--- src/rtl/pipe_pkg.sv ---
// Shared types and helpers for the elastic pipeline register chain.
// Stage state encoding and the occupancy-width function.
package pipe_pkg;

  typedef enum logic [1:0] {
    ST_EMPTY = 2'd0,
    ST_ONE   = 2'd1,
    ST_TWO   = 2'd2
  } stage_st_e;

  function automatic int clog2(input int v);
    int r;
    r = 0;
    for (int i = 0; i < 31; i++) begin
      if ((32'sd1 <<< i) < v) r = i + 1;
    end
    return r;
  endfunction

endpackage

--- src/rtl/skid_stage.sv ---
// One elastic stage: 2-entry skid buffer (SKID=1) or single register.
// Ports: clk, rst, flush, in_valid/in_ready/in_data, out_valid/out_ready/out_data.
module skid_stage
  import pipe_pkg::*;
#(
  parameter int               WIDTH     = 32,
  parameter int               SKID      = 1,
  parameter logic [WIDTH-1:0] RESET_VAL = '0
) (
  input  logic             clk,
  input  logic             rst,
  input  logic             flush,
  input  logic             in_valid,
  output logic             in_ready,
  input  logic [WIDTH-1:0] in_data,
  output logic             out_valid,
  input  logic             out_ready,
  output logic [WIDTH-1:0] out_data
);

  logic in_fire;
  logic out_fire;

  assign in_fire  = in_valid && in_ready;
  assign out_fire = out_valid && out_ready;

  if (SKID != 0) begin : g_skid
    stage_st_e        state;
    stage_st_e        state_n;
    logic [WIDTH-1:0] main_q;
    logic [WIDTH-1:0] skid_q;

    // ready decodes registered state only, never out_ready
    assign in_ready  = (state != ST_TWO) && !flush;
    assign out_valid = (state != ST_EMPTY);
    assign out_data  = main_q;

    always_comb begin
      state_n = state;
      unique case (state)
        ST_EMPTY: begin
          if (in_fire) state_n = ST_ONE;
        end
        ST_ONE: begin
          if (in_fire && !out_fire)
            state_n = ST_TWO;
          else if (!in_fire && out_fire)
            state_n = ST_EMPTY;
        end
        ST_TWO: begin
          if (out_fire) state_n = ST_ONE;
        end
        default: state_n = ST_EMPTY;
      endcase
      if (flush) state_n = ST_EMPTY;
    end

    always_ff @(posedge clk) begin
      if (rst) begin
        state  <= ST_EMPTY;
        main_q <= RESET_VAL;
        skid_q <= RESET_VAL;
      end else begin
        state <= state_n;
        if (state == ST_TWO) begin
          if (out_fire) main_q <= skid_q;
        end else if (in_fire) begin
          // stalled ONE parks the new beat in skid
          if (state == ST_EMPTY || out_fire)
            main_q <= in_data;
          else
            skid_q <= in_data;
        end
      end
    end
  end else begin : g_plain
    logic             valid_q;
    logic [WIDTH-1:0] main_q;

    assign in_ready  = (!valid_q || out_ready) && !flush;
    assign out_valid = valid_q;
    assign out_data  = main_q;

    always_ff @(posedge clk) begin
      if (rst) begin
        valid_q <= 1'b0;
        main_q  <= RESET_VAL;
      end else if (flush) begin
        valid_q <= 1'b0;
      end else if (in_fire) begin
        valid_q <= 1'b1;
        main_q  <= in_data;
      end else if (out_fire) begin
        valid_q <= 1'b0;
      end
    end
  end

endmodule

--- src/rtl/elastic_pipe_reg.sv ---
// Chain of STAGES elastic stages with flush and occupancy tracking.
// Ports: clk, rst, flush, in_*, out_*, occupancy (beats held).
module elastic_pipe_reg
  import pipe_pkg::*;
#(
  parameter int               WIDTH     = 32,
  parameter int               STAGES    = 1,
  parameter int               SKID      = 1,
  parameter logic [WIDTH-1:0] RESET_VAL = '0
) (
  input  logic             clk,
  input  logic             rst,
  input  logic             flush,
  input  logic             in_valid,
  output logic             in_ready,
  input  logic [WIDTH-1:0] in_data,
  output logic             out_valid,
  input  logic             out_ready,
  output logic [WIDTH-1:0] out_data,
  output logic [pipe_pkg::clog2(2*STAGES+1)-1:0] occupancy
);

  localparam int OW = clog2(2*STAGES+1);
  localparam logic [OW-1:0] OCC_ONE = 1;

  for (genvar i = 0; i < STAGES; i++) begin : stg
    logic             in_v;
    logic             in_r;
    logic [WIDTH-1:0] in_d;
    logic             out_v;
    logic             out_r;
    logic [WIDTH-1:0] out_d;

    skid_stage #(
      .WIDTH    (WIDTH),
      .SKID     (SKID),
      .RESET_VAL(RESET_VAL)
    ) u_stage (
      .clk      (clk),
      .rst      (rst),
      .flush    (flush),
      .in_valid (in_v),
      .in_ready (in_r),
      .in_data  (in_d),
      .out_valid(out_v),
      .out_ready(out_r),
      .out_data (out_d)
    );

    if (i == 0) begin : g_first
      assign in_v = in_valid;
      assign in_d = in_data;
    end else begin : g_mid
      assign in_v = stg[i-1].out_v;
      assign in_d = stg[i-1].out_d;
    end

    if (i == STAGES - 1) begin : g_last
      assign out_r = out_ready;
    end else begin : g_next
      assign out_r = stg[i+1].in_r;
    end
  end

  assign in_ready  = stg[0].in_r;
  assign out_valid = stg[STAGES-1].out_v;
  assign out_data  = stg[STAGES-1].out_d;

  logic          in_fire;
  logic          out_fire;
  logic [OW-1:0] occ_q;

  assign in_fire   = in_valid && in_ready;
  assign out_fire  = out_valid && out_ready;
  assign occupancy = occ_q;

  always_ff @(posedge clk) begin
    if (rst || flush) begin
      occ_q <= '0;
    end else if (in_fire && !out_fire) begin
      occ_q <= occ_q + OCC_ONE;
    end else if (!in_fire && out_fire) begin
      occ_q <= occ_q - OCC_ONE;
    end
  end

endmodule
--- config.mk ---
export PLATFORM = sky130hd
export DESIGN_NAME = elastic_pipe_reg
export DESIGN_NICKNAME = d
export VERILOG_FILES = /design/src/rtl/pipe_pkg.sv /design/src/rtl/skid_stage.sv /design/src/rtl/elastic_pipe_reg.sv
export SDC_FILE = /design/constraint.sdc
export NUM_CORES = 1
export LEC_CHECK = 0
export CORE_AREA = 2 2 86 88
export DETAILED_ROUTE_END_ITERATION = 10
export DIE_AREA = 0 0 88 90
export PLACE_DENSITY = 0.76
export SETUP_SLACK_MARGIN = 0.02
export SKIP_LAST_GASP = 1
export SLEW_MARGIN = 20
export SYNTH_ARGS = -nofsm -noshare
export SYNTH_HDL_FRONTEND = slang
export SYNTH_HIERARCHICAL = 1
export SYNTH_SLANG_ARGS = --single-unit
export TNS_END_PERCENT = 20
--- constraint.sdc ---
create_clock -name clk -period 2.2 [get_ports clk]
set_input_delay 0.55 -clock clk [delete_from_list [all_inputs] [get_ports clk]]
set_output_delay 0.55 -clock clk [all_outputs]
set_load 0.02 [all_outputs]
==> results of run 1 <==
## repair_timing
item                                    in CTS  in global routing
hold buffers                                 0                  0
pin swaps                                    0                  0
gates resized for setup                      1                  2
endpoints found under the hold margin        0                  0
endpoints found under the setup margin       2                  1
setup buffers                                0                  0
## worst max path at each step
stage,from,slack [ns],cells past startpoint,endpoint
5_1_grt,stg[0].u_stage/g_skid.state[1],0.02,2,out_valid
3_3_place_gp,flush,-0.11,3,in_ready
6_report,stg[0].u_stage/g_skid.state[1],0.07,2,out_valid
4_1_cts,stg[0].u_stage/g_skid.state[0],-0.03,2,out_valid
3_5_place_dp,flush,-0.16,6,stg[0].u_stage/out_data[2]
2_1_floorplan,stg[0].u_stage/g_skid.state[1],0.08,8,occupancy[1]
## report_power, final
group / internal [mW] / total (mW) / switching, mW
Sequential: 1.29 / 1.32 / 0.0351
Clock: 0.704 / 1.16 / 0.459
Combinational: 0.260 / 0.508 / 0.248
Total: 2.25 / 2.99 / 0.742
## stage by stage
step | cells | power [mW] | cell area (sq um) | TNS, ns
after CTS | 525 | 3.02 | 4170 | -0.0304
after detailed placement | 509 | 1.86 | 3940 | -4.16
final | 525 | 2.99 | 4170 | 0
after floorplan | 361 | 1.62 | 3070 | 0
after global placement | 509 | 1.85 | 3940 | -2.81
after global routing | 525 | 3.11 | 4170 | 0
## cells in the final DEF, fill, tap and decap left out, drive strengths merged, types with 2 or more instances in the layout
master,instances
xor2,2
nor2,2
or3,2
clkdlybuf4s50,70
bufinv,2
dfxtp,68
buf,17
nand2,131
a21oi,33
a311oi,32
and2,2
nor4,32
and3b,2
clkbuf,13
ha,2
## state kept, by name, indices dropped and copies added (netlist names)
signal / flops
occupancy: 2
stg.u_stage/out_data: 32
stg.u_stage/g_skid.skid_q: 32
stg.u_stage/g_skid.state: 2
## cells by family (layout without fill, tap and decap cells)
family | after synthesis | count (layout) | synth area share, %
simple gates | 181 | 181 | 27.0
compound gates | 69 | 69 | 21.5
flops | 68 | 68 | 44.4
buf+inv | 39 | 104 | 5.72
fa+ha+maj | 2 | 2 | 0.817
xor+xnor | 2 | 2 | 0.572
## worst max-delay path: cells and delay by family, from the launching register on
kind | cells | cell delay [ns]
buffers and inverters | 1 | 0.55
flip-flops | 1 | 0.36
AND/OR/NAND/NOR | 1 | 0.34
## layout make-up
cell class                 count  area (sq um)  share of cell area [%]
multi-input combinational    254          1560                    37.4
timing repair buffer          88           897                    21.5
sequential                    68          1360                    32.7
clock inverter                 3          68.8                    1.65
tap                           99           124                    2.97
clock buffer                  13           159                    3.81
## routing by layer
metal	vias to the layer above	wire [um]	track usage, %
met2	85	3870	32.4
met1	1322	3540	27.0
met3	9	416	4.32
met4	0	74	6.28
li1	1397	-	-
met5	-	0	0
==> flow_summary.yaml, run 1 <==
route:
  drc_errors: 0
  dr.pass1.iters: 4
  drtIter0Drc: 256
  vias: 2813
  drt_wl_total_um: 7900
  ant_nets: 0
  via_per_inst: 5.36
  wl_per_cell_um: 15.0
worst_hold_path:
  hold_depth: 2
  hp-class: "reg2reg"
  min_from: "stg[0].u_stage/g_skid.skid_q[18]"
  hold_path_end: "stg[0].u_stage/g_skid.skid_q[18]"
timing:
  relSlewSlack_pct: 69.3
  tightestPinTransition_ns: 0.461
  finalWorstSetupSlack_ns: 0.0740
  period_share_pct: 96.6
  rsz0062_at_grt: "false"
  setup_viol: 0
  layout_min_cycle_time_ns: 2.13
  timing.fmax_mhz: 470
  drv_slew: 0
  timing.hold.ws_ns: 0.456
  hold_viol: 0
  clock_skew_ns: 0.00831
floorplan:
  die-area_sq_um: 7920
  rows: 31
  coreArea_sq_um: 7020
  die_w_um: 88
  die_y_um: 90
  io_pins: 73
  start_util_pct: 43.6
power:
  power_density_nw_per_um2: 718
  ir_drop_v: 0.000357
  p_leak_nw: 1.44
worst_setup_path:
  critPathArrivalTime_ns: 1.58
  criticalPathCategory: "reg2out"
  reg2reg_to: "occupancy[1]"
  crit_required_ns: 1.65
  slowest_delay_ns: 0.55
  crit_chain: "or2_2 -> clkdlybuf4s50_1"
  reg2reg_from: "stg[0].u_stage/g_skid.state[1]"
  rrSetupSlack_ns: 0.41
  critPathMaxFanout: 7
  worstSetupEndpointType: "primary output"
  reg2regPathDepth: 6
  cp-start-kind: "flip-flop"
  crit_slowest_cell: "clkdlybuf4s50_1"
final_layout:
  n_fill_cell: 616
  utilization_pct: 59.4
  nNetsFinal: 460
  diodes: 0
  drive_above_1_share_pct: 16.4
  area_growth_pct: 36.1
global_routing:
  track_usage_pct: 20.2
  grt_overflow: 0
  antenna_found_initial: 0
  grt_pass1_vias: 2677
  grt_max_degree: 68
  grt_pass1_wl_um: 12800
synthesis:
  synth.distinct_cells: 30
  synthTopCellsByArea: "dfxtp_1 (44%), nand2_1 (16%), a311oi_2 (15%)"
  syn_inst: 361
  synth_seq_cells: 68
  synth.top_cell.area_share_pct: 44.4
  netlist_area_sq_um: 3060
  yosysWarningCount: 6
  synth.net_count: 400
  ys_async_sr_fraction_pct: 0
  yosys.area.top_type: "dfxtp_1"
  ys_seq_area_share_pct: 44.4
  synth_edf_count: 0
  synthMostInstantiatedCell: "nand2_1"
  avgSynthCellArea_sq_um: 8.49
  synthFlopType: "dfxtp_1"
  synthTopCellsByCount: "nand2_1 (131), dfxtp_1 (68), a21oi_1 (33), clkbuf_1 (33), nor4_1 (32)"
outcome:
  status: "finished clean"
placed_design:
  dpl_worst_slack_ns: -0.162
  globalplace.congestion: 0.757
  portBuffers: 72
  place_hpwl_um: 4780
cts:
  insertion_delay_ns: 0.34
  clkTransAtPathRegs_ns: 0.07
  cts_max_path_buffers: 2
  root_buffer: "clkbuf_8"
  cts.sinks: 68
  cts_tree: "yes"
  numCtsBuffers: 9
  htreeDepth: 3
flow_run:
  timing.max_cap.violations: 0
No activity file was read; power rests on OpenSTA's default activity.
==> run 2, diff against run 1 <==
--- a/config.mk
+++ b/config.mk
@@ -8,6 +8,7 @@
 export CORE_AREA = 2 2 86 88
 export DETAILED_ROUTE_END_ITERATION = 10
 export DIE_AREA = 0 0 88 90
+export HOLD_SLACK_MARGIN = 0.03
 export PLACE_DENSITY = 0.76
 export SETUP_SLACK_MARGIN = 0.02
 export SKIP_LAST_GASP = 1
==> results of run 2 <==
Same layout as run 1: the final DEF is identical, and so are final timing and power.
==> run 3, diff against run 2 <==
--- a/config.mk
+++ b/config.mk
@@ -5,11 +5,13 @@
 export SDC_FILE = /design/constraint.sdc
 export NUM_CORES = 1
 export LEC_CHECK = 0
-export CORE_AREA = 2 2 86 88
+export CELL_PAD_IN_SITES_DETAIL_PLACEMENT = 0
+export CELL_PAD_IN_SITES_GLOBAL_PLACEMENT = 1
+export CORE_AREA = 2 2 100 102
 export DETAILED_ROUTE_END_ITERATION = 10
-export DIE_AREA = 0 0 88 90
+export DIE_AREA = 0 0 102 104
 export HOLD_SLACK_MARGIN = 0.03
-export PLACE_DENSITY = 0.76
+export PLACE_DENSITY = 0.75
 export SETUP_SLACK_MARGIN = 0.02
 export SKIP_LAST_GASP = 1
 export SLEW_MARGIN = 20
==> flow_summary.yaml, run 3 (synthesis results as in run 1) <==
outcome:
  status: "finished clean"
worst_setup_path:
  critPathArrivalTime_ns: 1.49
  crit_chain: "clkdlybuf4s50_1 -> nor2_2 -> dlygate4sd2_1"
  crit_slowest_cell: "clkdlybuf4s50_1"
  rrSetupSlack_ns: 0.24
  critPathBufInv: 2
  critPathMaxFanout: 4
  criticalPathCategory: "in2out"
  cp_top_family: "buffers and inverters"
  worstSetupEndpointType: "primary output"
  slowest_delay_ns: 0.47
  crit_required_ns: 1.65
  cp-start-kind: "input pin"
cts:
  clkTransAtPathRegs_ns: 0.07
  cts.sinks: 68
  htreeDepth: 3
  cts_tree: "yes"
  root_buffer: "clkbuf_8"
  hold_buffers: 0
  numCtsBuffers: 9
  insertion_delay_ns: 0.34
  cts_max_path_buffers: 2
final_layout:
  mostFrequentLayoutCell: "nand2_1"
  most-common-layout-cells: "nand2_1 (131), clkdlybuf4s50_1 (69), dfxtp_1 (68)"
  diodes: 0
  drive_above_1_share_pct: 16.6
  utilization_pct: 44.4
  multi_input_area_sq_um: 1570
  n_fill_cell: 967
  fin_cells: 560
  area_growth_pct: 38.5
  design_area_sq_um: 4240
  ff_latch_area_sq_um: 1360
  nNetsFinal: 461
timing:
  clock_skew_ns: 0.00588
  tightestPinTransition_ns: 0.411
  finalWorstSetupSlack_ns: 0.162
  timing.hold.ws_ns: 0.456
  rsz0062_at_grt: "false"
  relSlewSlack_pct: 72.6
  timing.fmax_mhz: 491
  period_share_pct: 92.7
  layout_min_cycle_time_ns: 2.04
  setup_viol: 0
  hold_viol: 0
  setup_tns_ns: 0
  drv_slew: 0
floorplan:
  die-area_sq_um: 10600
  start_util_pct: 32.1
  rows: 36
  die_y_um: 104
  coreArea_sq_um: 9550
  die_w_um: 102
  io_pins: 73
route:
  drc_errors: 0
  dr.pass1.iters: 4
  ant_nets: 0
  vias: 2796
  via_per_inst: 4.99
  drtIter0Drc: 102
  drt_wl_total_um: 8470
  wl_per_cell_um: 15.1
global_routing:
  grt_pass1_vias: 2722
  grt_max_degree: 63
  antenna_found_initial: 0
  track_usage_pct: 16.1
  grt_pass1_wl_um: 13500
  grt_overflow: 0
placed_design:
  placed_area_sq_um: 4000
  place_hpwl_um: 5030
  dpl_worst_slack_ns: -0.123
  dp.cells: 544
  portBuffers: 72
  globalplace.congestion: 0.714
worst_hold_path:
  hp-class: "reg2reg"
flow_run:
  timing.max_cap.violations: 0
power:
  p_leak_nw: 1.47
  power_density_nw_per_um2: 725
  total_power_mw: 3.08
  ir_drop_v: 0.000340
[run 3: what timing repair did]
item / 4_1_cts / 5_1_grt
endpoints found under the setup margin: 2 / 1
resized for setup: 1 / 1
endpoints found under the hold margin: 0 / 0
buffers inserted: 0 / 0
[run 3: path summary, 6_finish.rpt]
| kind | startpoint | endpoint | depth (start not counted) |
|---|---|---|---|
| worst max-delay path | flush | in_ready | 3 |
| worst min-delay path | stg[0].u_stage/g_skid.skid_q[3] | stg[0].u_stage/g_skid.skid_q[3] | 2 |
| worst max register to register | stg[0].u_stage/g_skid.state[1] | stg[0].u_stage/g_skid.state[1] | 7 |
| worst min register to register | stg[0].u_stage/g_skid.skid_q[3] | stg[0].u_stage/g_skid.skid_q[3] | 2 |
[run 3: layer usage]
layer | vias to the layer above | global-route usage [%] | part of all wire [%]
met5 | - | 0 | 0
met4 | 0 | 4.38 | 0.93
met3 | 7 | 4.10 | 5.0
met2 | 70 | 25.8 | 47
met1 | 1326 | 21.3 | 47
li1 | 1393 | - | -
[run 3: cell type report]
cell class                 count  area share, %
timing repair buffer          89           21.4
sequential                    68           32.1
tap                          133           3.92
clock buffer                  10           3.01
clock inverter                 6           2.65
multi-input combinational    254           37.0
[run 3: power by group]
| part | switching [mW] | leakage (nW) | internal, mW |
|---|---|---|---|
| Clock | 0.482 | 0.120 | 0.756 |
| Sequential | 0.0349 | 0.555 | 1.29 |
| Combinational | 0.253 | 0.794 | 0.265 |
[run 3: worst reg2reg max path, cell delays in order (launching register included)]
cell,delay [ns]
dfxtp_1,0.48
nor2b_4,0.22
buf_4,0.37
nor3b_1,0.10
ha_1,0.32
nand3b_1,0.16
o22ai_1,0.13
and2_1,0.14
